==> src/rtl/split_pkg.sv <==
// Shared types for the streaming split constraint evaluator.
// Latency: n/a (types and constants only).
// Backpressure: n/a.
package split_pkg;

  typedef enum logic [1:0] {
    ST_IDLE,
    ST_ACCUM,
    ST_HOLD
  } split_state_t;

  localparam int MODE_TAUTO = 0;
  localparam int MODE_ALL   = 1;
  localparam int MODE_ANY   = 2;

  // Widest variable word the config table can hold; narrower instances
  // zero-extend into it.
  localparam int SPLIT_MAX_W = 32;

  typedef struct packed {
    logic [SPLIT_MAX_W-1:0] mask;
    logic [SPLIT_MAX_W-1:0] match;
  } split_cfg_t;

endpackage

==> src/rtl/split_cfg_table.sv <==
// Per-variable mask/match register file: one write port, one combinational read port.
// Latency: writes visible the cycle after wr_en; reads are combinational (old data on same-cycle hit).
// Backpressure: none, a write is taken every cycle it is offered.
// Ports: clk/rst_n; wr_en/wr_idx/wr_mask/wr_match write an entry; rd_idx -> rd_mask/rd_match.
module split_cfg_table
  import split_pkg::*;
#(
  parameter int NUM_VARS = 30,
  parameter int MAX_W    = 32,
  parameter int IDX_W    = $clog2(NUM_VARS)
) (
  input  logic             clk,
  input  logic             rst_n,
  input  logic             wr_en,
  input  logic [IDX_W-1:0] wr_idx,
  input  logic [MAX_W-1:0] wr_mask,
  input  logic [MAX_W-1:0] wr_match,
  input  logic [IDX_W-1:0] rd_idx,
  output logic [MAX_W-1:0] rd_mask,
  output logic [MAX_W-1:0] rd_match
);

  split_cfg_t mem_q [NUM_VARS];
  split_cfg_t mem_d [NUM_VARS];

  // Out-of-range write indices are dropped rather than aliased.
  always_comb begin
    mem_d = mem_q;
    if (wr_en && (int'(wr_idx) < NUM_VARS)) begin
      mem_d[wr_idx].mask  = SPLIT_MAX_W'(wr_mask);
      mem_d[wr_idx].match = SPLIT_MAX_W'(wr_match);
    end
  end

  // Cleared table means mask=0 everywhere, so every check passes after reset.
  always_ff @(posedge clk or negedge rst_n) begin
    if (!rst_n) begin
      for (int i = 0; i < NUM_VARS; i++) begin
        mem_q[i] <= '0;
      end
    end else begin
      mem_q <= mem_d;
    end
  end

  // Reads come straight from the flops, so a same-cycle write is not seen.
  always_comb begin
    rd_mask  = '0;
    rd_match = '0;
    if (int'(rd_idx) < NUM_VARS) begin
      rd_mask  = mem_q[rd_idx].mask[MAX_W-1:0];
      rd_match = mem_q[rd_idx].match[MAX_W-1:0];
    end
  end

endmodule

==> src/rtl/split_stream_eval.sv <==
// Streaming frame evaluator: checks each variable beat against mask/match, one verdict x per frame.
// Latency: verdict valid 1 cycle after the in_last beat is accepted.
// Backpressure: in_ready drops while a verdict is held; verdict held until out_ready.
// Ports: cfg_* write the table; in_valid/in_ready/in_idx/in_data/in_last carry beats;
//        out_valid/out_ready/x carry the verdict; err_order pulses on an out-of-sequence beat.
module split_stream_eval
  import split_pkg::*;
#(
  parameter int NUM_VARS = 30,
  parameter int MAX_W    = 32,
  parameter int MODE     = 1,
  parameter int IDX_W    = $clog2(NUM_VARS)
) (
  input  logic             clk,
  input  logic             rst_n,
  input  logic             cfg_we,
  input  logic [IDX_W-1:0] cfg_idx,
  input  logic [MAX_W-1:0] cfg_mask,
  input  logic [MAX_W-1:0] cfg_match,
  input  logic             in_valid,
  output logic             in_ready,
  input  logic [IDX_W-1:0] in_idx,
  input  logic [MAX_W-1:0] in_data,
  input  logic             in_last,
  output logic             out_valid,
  input  logic             out_ready,
  output logic             x,
  output logic             err_order
);

  // One extra bit so the expected index can sit at NUM_VARS ("past the end").
  localparam int CNT_W = IDX_W + 1;
  localparam logic [CNT_W-1:0] EXP_SAT  = CNT_W'(NUM_VARS);
  localparam logic [IDX_W-1:0] LAST_IDX = IDX_W'(NUM_VARS - 1);

  split_state_t     state_q, state_d;
  logic [CNT_W-1:0] exp_q, exp_d;
  logic             acc_q, acc_d;
  logic             bad_q, bad_d;
  logic             x_q, x_d;
  logic             err_q, err_d;
  logic             rdy_en_q, rdy_en_d;

  logic [MAX_W-1:0] rd_mask;
  logic [MAX_W-1:0] rd_match;
  logic             beat;
  logic             chk;
  logic             order_bad;
  logic             acc_new;
  logic             bad_new;

  split_cfg_table #(
    .NUM_VARS (NUM_VARS),
    .MAX_W    (MAX_W),
    .IDX_W    (IDX_W)
  ) u_cfg (
    .clk      (clk),
    .rst_n    (rst_n),
    .wr_en    (cfg_we),
    .wr_idx   (cfg_idx),
    .wr_mask  (cfg_mask),
    .wr_match (cfg_match),
    .rd_idx   (in_idx),
    .rd_mask  (rd_mask),
    .rd_match (rd_match)
  );

  // rdy_en_q keeps in_ready low for the first cycle after reset release.
  // out_valid is only ever high in HOLD, where in_ready is forced low.
  assign in_ready  = rdy_en_q && (state_q != ST_HOLD);
  assign out_valid = (state_q == ST_HOLD);
  assign x         = x_q;
  assign err_order = err_q;

  assign beat      = in_valid && in_ready;
  assign chk       = ((in_data ^ rd_match) & rd_mask) == '0;
  // Once the expected index has saturated at NUM_VARS, every further beat is out of order.
  assign order_bad = (exp_q == EXP_SAT) || ({1'b0, in_idx} != exp_q);
  assign bad_new   = bad_q || order_bad || (in_last && (in_idx != LAST_IDX));

  // Accumulator value after the current beat; the first beat of a frame seeds it.
  always_comb begin
    acc_new = acc_q;
    if (MODE == MODE_TAUTO) begin
      acc_new = 1'b1;
    end else if (state_q == ST_IDLE) begin
      acc_new = chk;
    end else if (MODE == MODE_ANY) begin
      acc_new = acc_q | chk;
    end else begin
      acc_new = acc_q & chk;
    end
  end

  always_comb begin
    state_d  = state_q;
    exp_d    = exp_q;
    acc_d    = acc_q;
    bad_d    = bad_q;
    x_d      = x_q;
    err_d    = 1'b0;
    rdy_en_d = 1'b1;
    case (state_q)
      ST_IDLE, ST_ACCUM: begin
        if (beat) begin
          err_d   = order_bad;
          acc_d   = acc_new;
          bad_d   = bad_new;
          exp_d   = (exp_q == EXP_SAT) ? exp_q : exp_q + 1'b1;
          state_d = ST_ACCUM;
          if (in_last) begin
            state_d = ST_HOLD;
            x_d     = acc_new & ~bad_new;
          end
        end
      end
      ST_HOLD: begin
        if (out_ready) begin
          state_d = ST_IDLE;
          exp_d   = '0;
          acc_d   = 1'b0;
          bad_d   = 1'b0;
          x_d     = 1'b0;
        end
      end
      default: begin
        state_d = ST_IDLE;
      end
    endcase
  end

  always_ff @(posedge clk or negedge rst_n) begin
    if (!rst_n) begin
      state_q  <= ST_IDLE;
      exp_q    <= '0;
      acc_q    <= 1'b0;
      bad_q    <= 1'b0;
      x_q      <= 1'b0;
      err_q    <= 1'b0;
      rdy_en_q <= 1'b0;
    end else begin
      state_q  <= state_d;
      exp_q    <= exp_d;
      acc_q    <= acc_d;
      bad_q    <= bad_d;
      x_q      <= x_d;
      err_q    <= err_d;
      rdy_en_q <= rdy_en_d;
    end
  end

endmodule

==> config.mk <==
export PLATFORM = sky130hd
export DESIGN_NAME = split_stream_eval
export DESIGN_NICKNAME = d
export VERILOG_FILES = /design/src/rtl/split_pkg.sv /design/src/rtl/split_cfg_table.sv /design/src/rtl/split_stream_eval.sv
export SDC_FILE = /design/constraint.sdc
export NUM_CORES = 2
export LEC_CHECK = 0
export ABC_CLOCK_PERIOD_IN_PS = 2900
export CORE_MARGIN = 2
export CORE_UTILIZATION = 50
export CTS_CLUSTER_DIAMETER = 80
export DETAILED_ROUTE_END_ITERATION = 8
export PLACE_DENSITY_LB_ADDON = 0.15
export SLEW_MARGIN = 20
export SYNTH_ARGS = -nofsm -noshare
export SYNTH_HDL_FRONTEND = slang
export SYNTH_SLANG_ARGS = --single-unit
==> constraint.sdc <==
create_clock -name clk -period 2.9 [get_ports clk]
set_input_delay 0.29 -clock clk [delete_from_list [all_inputs] [get_ports clk]]
set_output_delay 0.29 -clock clk [all_outputs]
set_load 0.01 [all_outputs]
Word level (Yosys, flattened, before mapping)
Index checks and enable logic that the tools add are counted.
{ "word_totals": {"wordCells": 136, "inputBits": 112, "reg_bits": 1933, "output_inout_bits": 4} }
{ "classes": {"eq_ne": 10, "n_addsub": 1, "bitwise": 7, "muxes": 30, "order_cmp": 5, "n_reduce_logical": 16} }
{ "ops": {"columns": ["op", "n"], "rows": [
  ["1920-bit bitwise mux", 2],
  ["64-bit demux with 5-bit select", 2],
  ["64-bit binary-select mux with 5-bit select", 1],
  ["64-bit 2-to-1 mux", 3],
  ["32-bit 2-to-1 mux", 3],
  ["32-bit AND", 1],
  ["32-bit logical NOT", 1],
  ["32-bit bitwise XOR", 1],
  ["6-bit 2-to-1 mux", 3],
  ["6-bit greater-or-equal comparator (second input constant)", 2],
  ["5-bit inverter with 6-bit output", 2],
  ["6-bit case mux with 2 select lines", 1],
  ["5-bit < comparator (second input constant)", 2],
  ["1-bit 2-to-1 mux", 8],
  ["2-bit inequality test (second input constant)", 4],
  ["4-bit AND reduction", 2],
  ["6-bit by 1-bit adder with 6-bit output (second input constant)", 1],
  ["6-bit by 5-bit equality test with 1-bit output (second input constant)", 1],
  ["6-bit by 1-bit < comparator with 1-bit output (second input constant)", 1],
  ["2-bit 2-to-1 mux", 3],
  ["5-bit by 6-bit inequality test with 1-bit output", 1],
  ["1-bit case mux with 2 select lines", 3],
  ["1-bit logical AND", 5],
  ["5-bit inequality test (second input constant)", 1],
  ["other kinds (12)", 15]
]} }

Logic depth before layout (Yosys ltp)
{ "logic_depth": {"depth_word": 14, "mapped_depth": 15, "depth_no_buf": 9} }

Cells and area by module
A second synthesis with hierarchy kept.
{ "unflattened": {"cells_unflattened": 5714, "area_unflattened_um2": 88458.6} }
{ "by_module_without_submodules": {"columns": ["module", "area_per_inst_um2", "n_inst", "cells_each", "seq_area_each_um2"], "rows": [
  ["split_cfg_table", 87310.0, 1, 5588, 48046.1],
  ["split_stream_eval", 1148.6, 1, 126, 325.3]
]} }

Worst setup path after synthesis
No wires, ideal clock.
{ "synth_timing": {"path_type": "in2reg", "startpoint": "in in_idx[1]", "endpoint": "reg acc_q", "setup_ps": 83, "t_arrival_ps": 2516, "t_required_ps": 2817, "setup_slack_ps": 300, "n_path_buf": 4, "path_stages": 13, "cell_sequence": "buf_4 -> buf_6 -> buf_2 -> buf_1 -> mux4_2 -> a221oi_1 -> nand2_1 -> a21o_1 -> o211ai_1 -> o2111ai_1 -> nor4_2 -> nand4_1 -> o22ai_1"} }
{ "synth_between": {"elab_chain_cells": 12, "word_cells_on_any_way": 14, "classes_between": "order compare: 1; mux: 8; bitwise: 4; reduce/logical: 1"} }
{ "synth_lines": {"columns": ["element", "line_no", "source"], "rows": [
  ["from (decl)", "split_stream_eval.sv:22", "input logic [IDX_W-1:0] in_idx,"],
  ["5-bit inverter with 6-bit output (implied by the code)", "split_cfg_table.sv:51, split_cfg_table.sv:52", null],
  ["64-bit binary-select mux with 5-bit select", "split_cfg_table.sv:51, split_cfg_table.sv:52", null],
  ["64-bit 2-to-1 mux (implied by the code) (2 in series)", "split_cfg_table.sv:51", "rd_mask = mem_q[rd_idx].mask[MAX_W-1:0];"],
  ["32-bit 2-to-1 mux", "split_cfg_table.sv:50", "if (int'(rd_idx) < NUM_VARS) begin"],
  ["32-bit bitwise XOR", "split_stream_eval.sv:76", "assign chk = ((in_data ^ rd_match) & rd_mask) == '0;"],
  ["32-bit AND *", "split_stream_eval.sv:76", null],
  ["32-bit logical NOT *", "split_stream_eval.sv:76", null],
  ["1-bit AND", "split_stream_eval.sv:91", "acc_new = acc_q & chk;"],
  ["1-bit 2-to-1 mux *", "split_stream_eval.sv:86", "end else if (state_q == ST_IDLE) begin"],
  ["1-bit 2-to-1 mux *", "split_stream_eval.sv:105", "if (beat) begin"],
  ["1-bit case mux with 2 select lines *", "split_stream_eval.sv:103", "case (state_q)"],
  ["to (signal assigned)", "split_stream_eval.sv:136", "acc_q <= 1'b0;"],
  ["to (signal assigned)", "split_stream_eval.sv:144", "acc_q <= acc_d;"],
  ["to (decl)", "split_stream_eval.sv:38", "logic acc_q, acc_d;"]
]} }
Every way passes the cells marked *; elsewhere a longest branch is shown, timed or not. The select of a mux whose other input is x is not followed.
A chain may end at the register's enable or synchronous reset.

Final worst setup path
{ "layout_timing": {"startpoint": "reg u_cfg.mem_q[193] in the netlist's numbering", "endpoint": "reg acc_q"} }
{ "layout_between": {"elab_chain_cells": 11} }
{ "layout_lines": {"columns": ["element", "line_no", "source"], "rows": [
  ["from (decl)", "split_cfg_table.sv:23", "split_cfg_t mem_q [NUM_VARS];"],
  ["from (signal assigned)", "split_cfg_table.sv:42", "mem_q <= mem_d;"],
  ["64-bit binary-select mux with 5-bit select *", "split_cfg_table.sv:52", "rd_match = mem_q[rd_idx].match[MAX_W-1:0];"],
  ["64-bit 2-to-1 mux * (2 in series)", null, null],
  ["32-bit 2-to-1 mux *", "split_cfg_table.sv:50", null],
  ["32-bit bitwise XOR *", "split_stream_eval.sv:76", null],
  ["32-bit AND *", "split_stream_eval.sv:76", null],
  ["32-bit logical NOT *", "split_stream_eval.sv:76", null],
  ["1-bit AND", "split_stream_eval.sv:91", null],
  ["1-bit 2-to-1 mux *", "split_stream_eval.sv:86", null],
  ["1-bit 2-to-1 mux *", "split_stream_eval.sv:105", null],
  ["1-bit case mux with 2 select lines *", "split_stream_eval.sv:103", null]
]} }
Marked as above.

==> key figures <==
Outcome
  • Outcome: complete, but fails checks
  • Violated checks: negative setup slack

Synth
  • Seq/Total Area, Yosys: 54.9%
  • EDFF count, synth: 0
  • Mean area per synthesized cell: 15.2 sq um
  • Cell area after synthesis: 88100 sq um
  • Distinct cells, synth: 77
  • Yosys warnings: 0
  • Primary FF master, synth: dfrtp_1
  • FFs w/ async S/R, synth: 100%
  • Syn nets: 5910
  • Synth area leader: dfrtp_1
  • Top cell type's share of synthesized area: 54.9%
  • Number of synthesized register bits: 1933
  • Top post-synthesis cells by area: dfrtp_1, mux2_2, mux4_2, mux2i_1, clkbuf_1
  • Post-synthesis cell count: 5796

Power
  • Clock power share: 35.9%
  • Sw Pwr: 18700 uW
  • Power Density: 708 nW/um^2
  • VDD IR max: 0.000532 V
  • Power Internal: 54500 uW
  • Static Leak: 0.0463 uW
  • Combinational power share: 16.6%
  • Flop pwr share: 47.5%
  • Sw Ratio: 25.5%

Drt
  • # DRC: 0
  • Via count: 53900
  • 1st-iter DRT viols: 4558
  • Drt total wl: 278 mm
  • DR pass1 iterations: 5
  • Mean routed wirelength per cell: 32.2 microns
  • DR vias/cell: 6.25
  • Post-route ant nets: 0

Placed design
  • Routability-driven placement congestion ratio: 0.845
  • Placed cells: 8253
  • Port bufs: 115
  • Place WS: -905 ps
  • Detailed Place HPWL: 179 mm

Die
  • Die X: 424 microns
  • Core ar.: 176000 sq um
  • Site row count: 154
  • Die H: 424 microns
  • Initial core utilization: 50.2%
  • Ports: 116
  • Die area: 180000 sq um

Global route
  • Grt ovf: 0
  • First-pass GRT wire length: 407 mm
  • Largest net degree at the start of global routing: 148
  • Vias in the first global route: 56300
  • Initial antenna violation count: 19
  • GRT Resource Usage Total: 31.2%

Setup path
  • Startpoint Class: register
  • Critical-path maximum fanout: 2
  • Crit end category: register
  • Critical Path RT: 3660 ps
  • Crit path DAT: 3660 ps
  • R2R depth: 8
  • Worst-path cell chain: mux4_2 > a22oi_1 > a22oi_1 > xnor2_1 > o22ai_1 > nor4_4 > nand4_1 > o22ai_1
  • Slowest CP cell: xnor2_1
  • FF-to-FF End: acc_q$_DFFE_PN0P_
  • R2r setup slk: -1 ps
  • Slowest stage delay, CP: 580 ps
  • Worst r2r src: u_cfg.mem_q[193]$_DFFE_PN0P_
  • Kind of critical path: register to register

Clock tree
  • Clk buf depth: 3
  • Worst-path clk slew: 60 ps
  • Number of clock buffers inserted by TritonCTS: 205
  • Latest clock arrival within the worst-skew pair: 840 ps
  • CTS tree: yes
  • Clk root buf: clkbuf_16
  • H-tree depth: 4
  • Sink Count: 1933
  • Number of setup buffers added after CTS: 0

Finish
  • # nets final: 6231
  • Layout cells sized above 1: 52.3%
  • Area grow syn2layout: 17.3%
  • Commonest cells after routing, fill and taps aside: mux2_2, dfrtp_1, buf_4, mux4_2, mux2i_1
  • Core Util, Final: 58.9%
  • Most common cell after layout, fill and taps aside: mux2_2
  • Final Instance Count excl. Fillers: 8621

Timing
  • Finish-stage setup viols: 1
  • Setup ws final: -1.05 ps
  • Final slew viol count: 0
  • Post-route clock period utilization: 100%
  • Max_slew headroom: 24.4%
  • Total negative setup slack: -1.05 ps
  • Final Skew: 27.7 ps
  • Period minus WS final: 2900 ps
  • WHS: 57.2 ps
  • Worst-Margin Slew: 1130 ps
  • FMAX: 345 MHz
  • Hold Vio Cnt, Final: 0
  • Unrepaired setup endpoints after global routing: true

Flow run
  • Number of max-cap violations: 0

Min path
  • Worst hold path type: input port to asynchronous set/reset pin
-- layout make-up --
cell class	count	area, sq um
timing repair buffer	686	7670
tap	2340	2930
clock buffer	313	6090
clock inverter	54	632
fill	13500	72200
antenna	4	10.0
multi-input combinational	3283	37600
inverter	8	30.0
sequential	1933	48400
-- repair_timing --
action / CTS / global route
setup endpoints to repair: 2 / 2
resized for setup: 22 / 24
pin swaps: 2 / 17
hold buffers: 2 / 0
hold endpoints to repair: 875 / 0
-- registers in the layout, indices dropped and copies added, names as in the netlist --
register and count:
x 1, acc_q 1, exp_q 6, u_cfg.mem_q 1920, state_q 2, err_order 1
rdy_en_q 1, bad_q 1
-- cell families (layout without fill, tap and decap cells) --
group / Yosys count / in the layout / synth area share [%]
adders and majority gates: 2 / 2 / 0.0284
other: 1 / 5 / 0.00426
muxes: 2536 / 2536 / 36.7
DFF: 1933 / 1933 / 54.9
xor gates and xnor gates: 34 / 34 / 0.338
AOI/OAI and AO/OA: 452 / 452 / 3.57
and+or+nand+nor: 258 / 258 / 1.44
buffers and inverters: 580 / 1061 / 3.01
-- power groups by stage --
stage	clock network [uW]	logic, uW	registers [uW]
6_report	26300	12100	34800
5_1_grt	27900	13000	35400
4_1_cts	26700	12100	34700
3_5_place_dp	0	12000	35200
3_3_place_gp	0	11700	34900
2_1_floorplan	0	8530	34200
-- worst max-delay path, delay by kind of cell (launching register included) --
kind             cells  cell delay (ps)
AO/OA/AOI/OAI        4              790
flip-flops           1              380
AND/OR/NAND/NOR      2              590
multiplexers         1              480
XOR/XNOR             1              580
-- how the worst max path moves through the flow --
stage | start | slack, ps | cells past startpoint | end
final | u_cfg.mem_q[193]$_DFFE_PN0P_ | -1 | 8 | acc_q$_DFFE_PN0P_
after floorplan | in_idx[1] | 300 | 13 | acc_q$_DFFE_PN0P_
after global placement | in_idx[2] | -1360 | 12 | x$_DFFE_PN0P_
after detailed placement | in_idx[0] | -900 | 15 | x$_DFFE_PN0P_
after global routing | u_cfg.mem_q[1758]$_DFFE_PN0P_ | -2 | 9 | x$_DFFE_PN0P_
after CTS | u_cfg.mem_q[1551]$_DFFE_PN0P_ | 20 | 11 | x$_DFFE_PN0P_
-- stage by stage --
| stage | total power, uW | cell area, sq um |
|---|---|---|
| CTS | 73500 | 103000 |
| finish | 73200 | 103000 |
| global route | 76300 | 103000 |
| global placement | 46600 | 96400 |
| detailed placement | 47200 | 96400 |
| floorplan | 42800 | 88100 |
-- synthesized netlist by cell type (all sizes together), types with 10 or more instances --
master,instances
a211oi,36
buf,132
a22o,24
dfrtp,1933
nor2,60
o21ai,80
xor2,17
a22oi,54
mux4,360
mux2,1943
mux2i,233
clkbuf,440
nor2b,19
nand4,11
nand3,16
a21oi,88
o22ai,50
a2111oi,17
nand3b,10
o221ai,24
nand2,88
a221oi,11
xnor2,17
-- layer usage --
metal,share of wire (%),vias up,GRT usage (%)
met5,0.017,-,0
met4,3.7,6,11.0
met3,5.1,491,4.62
met2,48,1581,50.3
met1,43,29600,43.3
li1,-,22200,-
No activity file was read; power rests on OpenSTA's default activity.
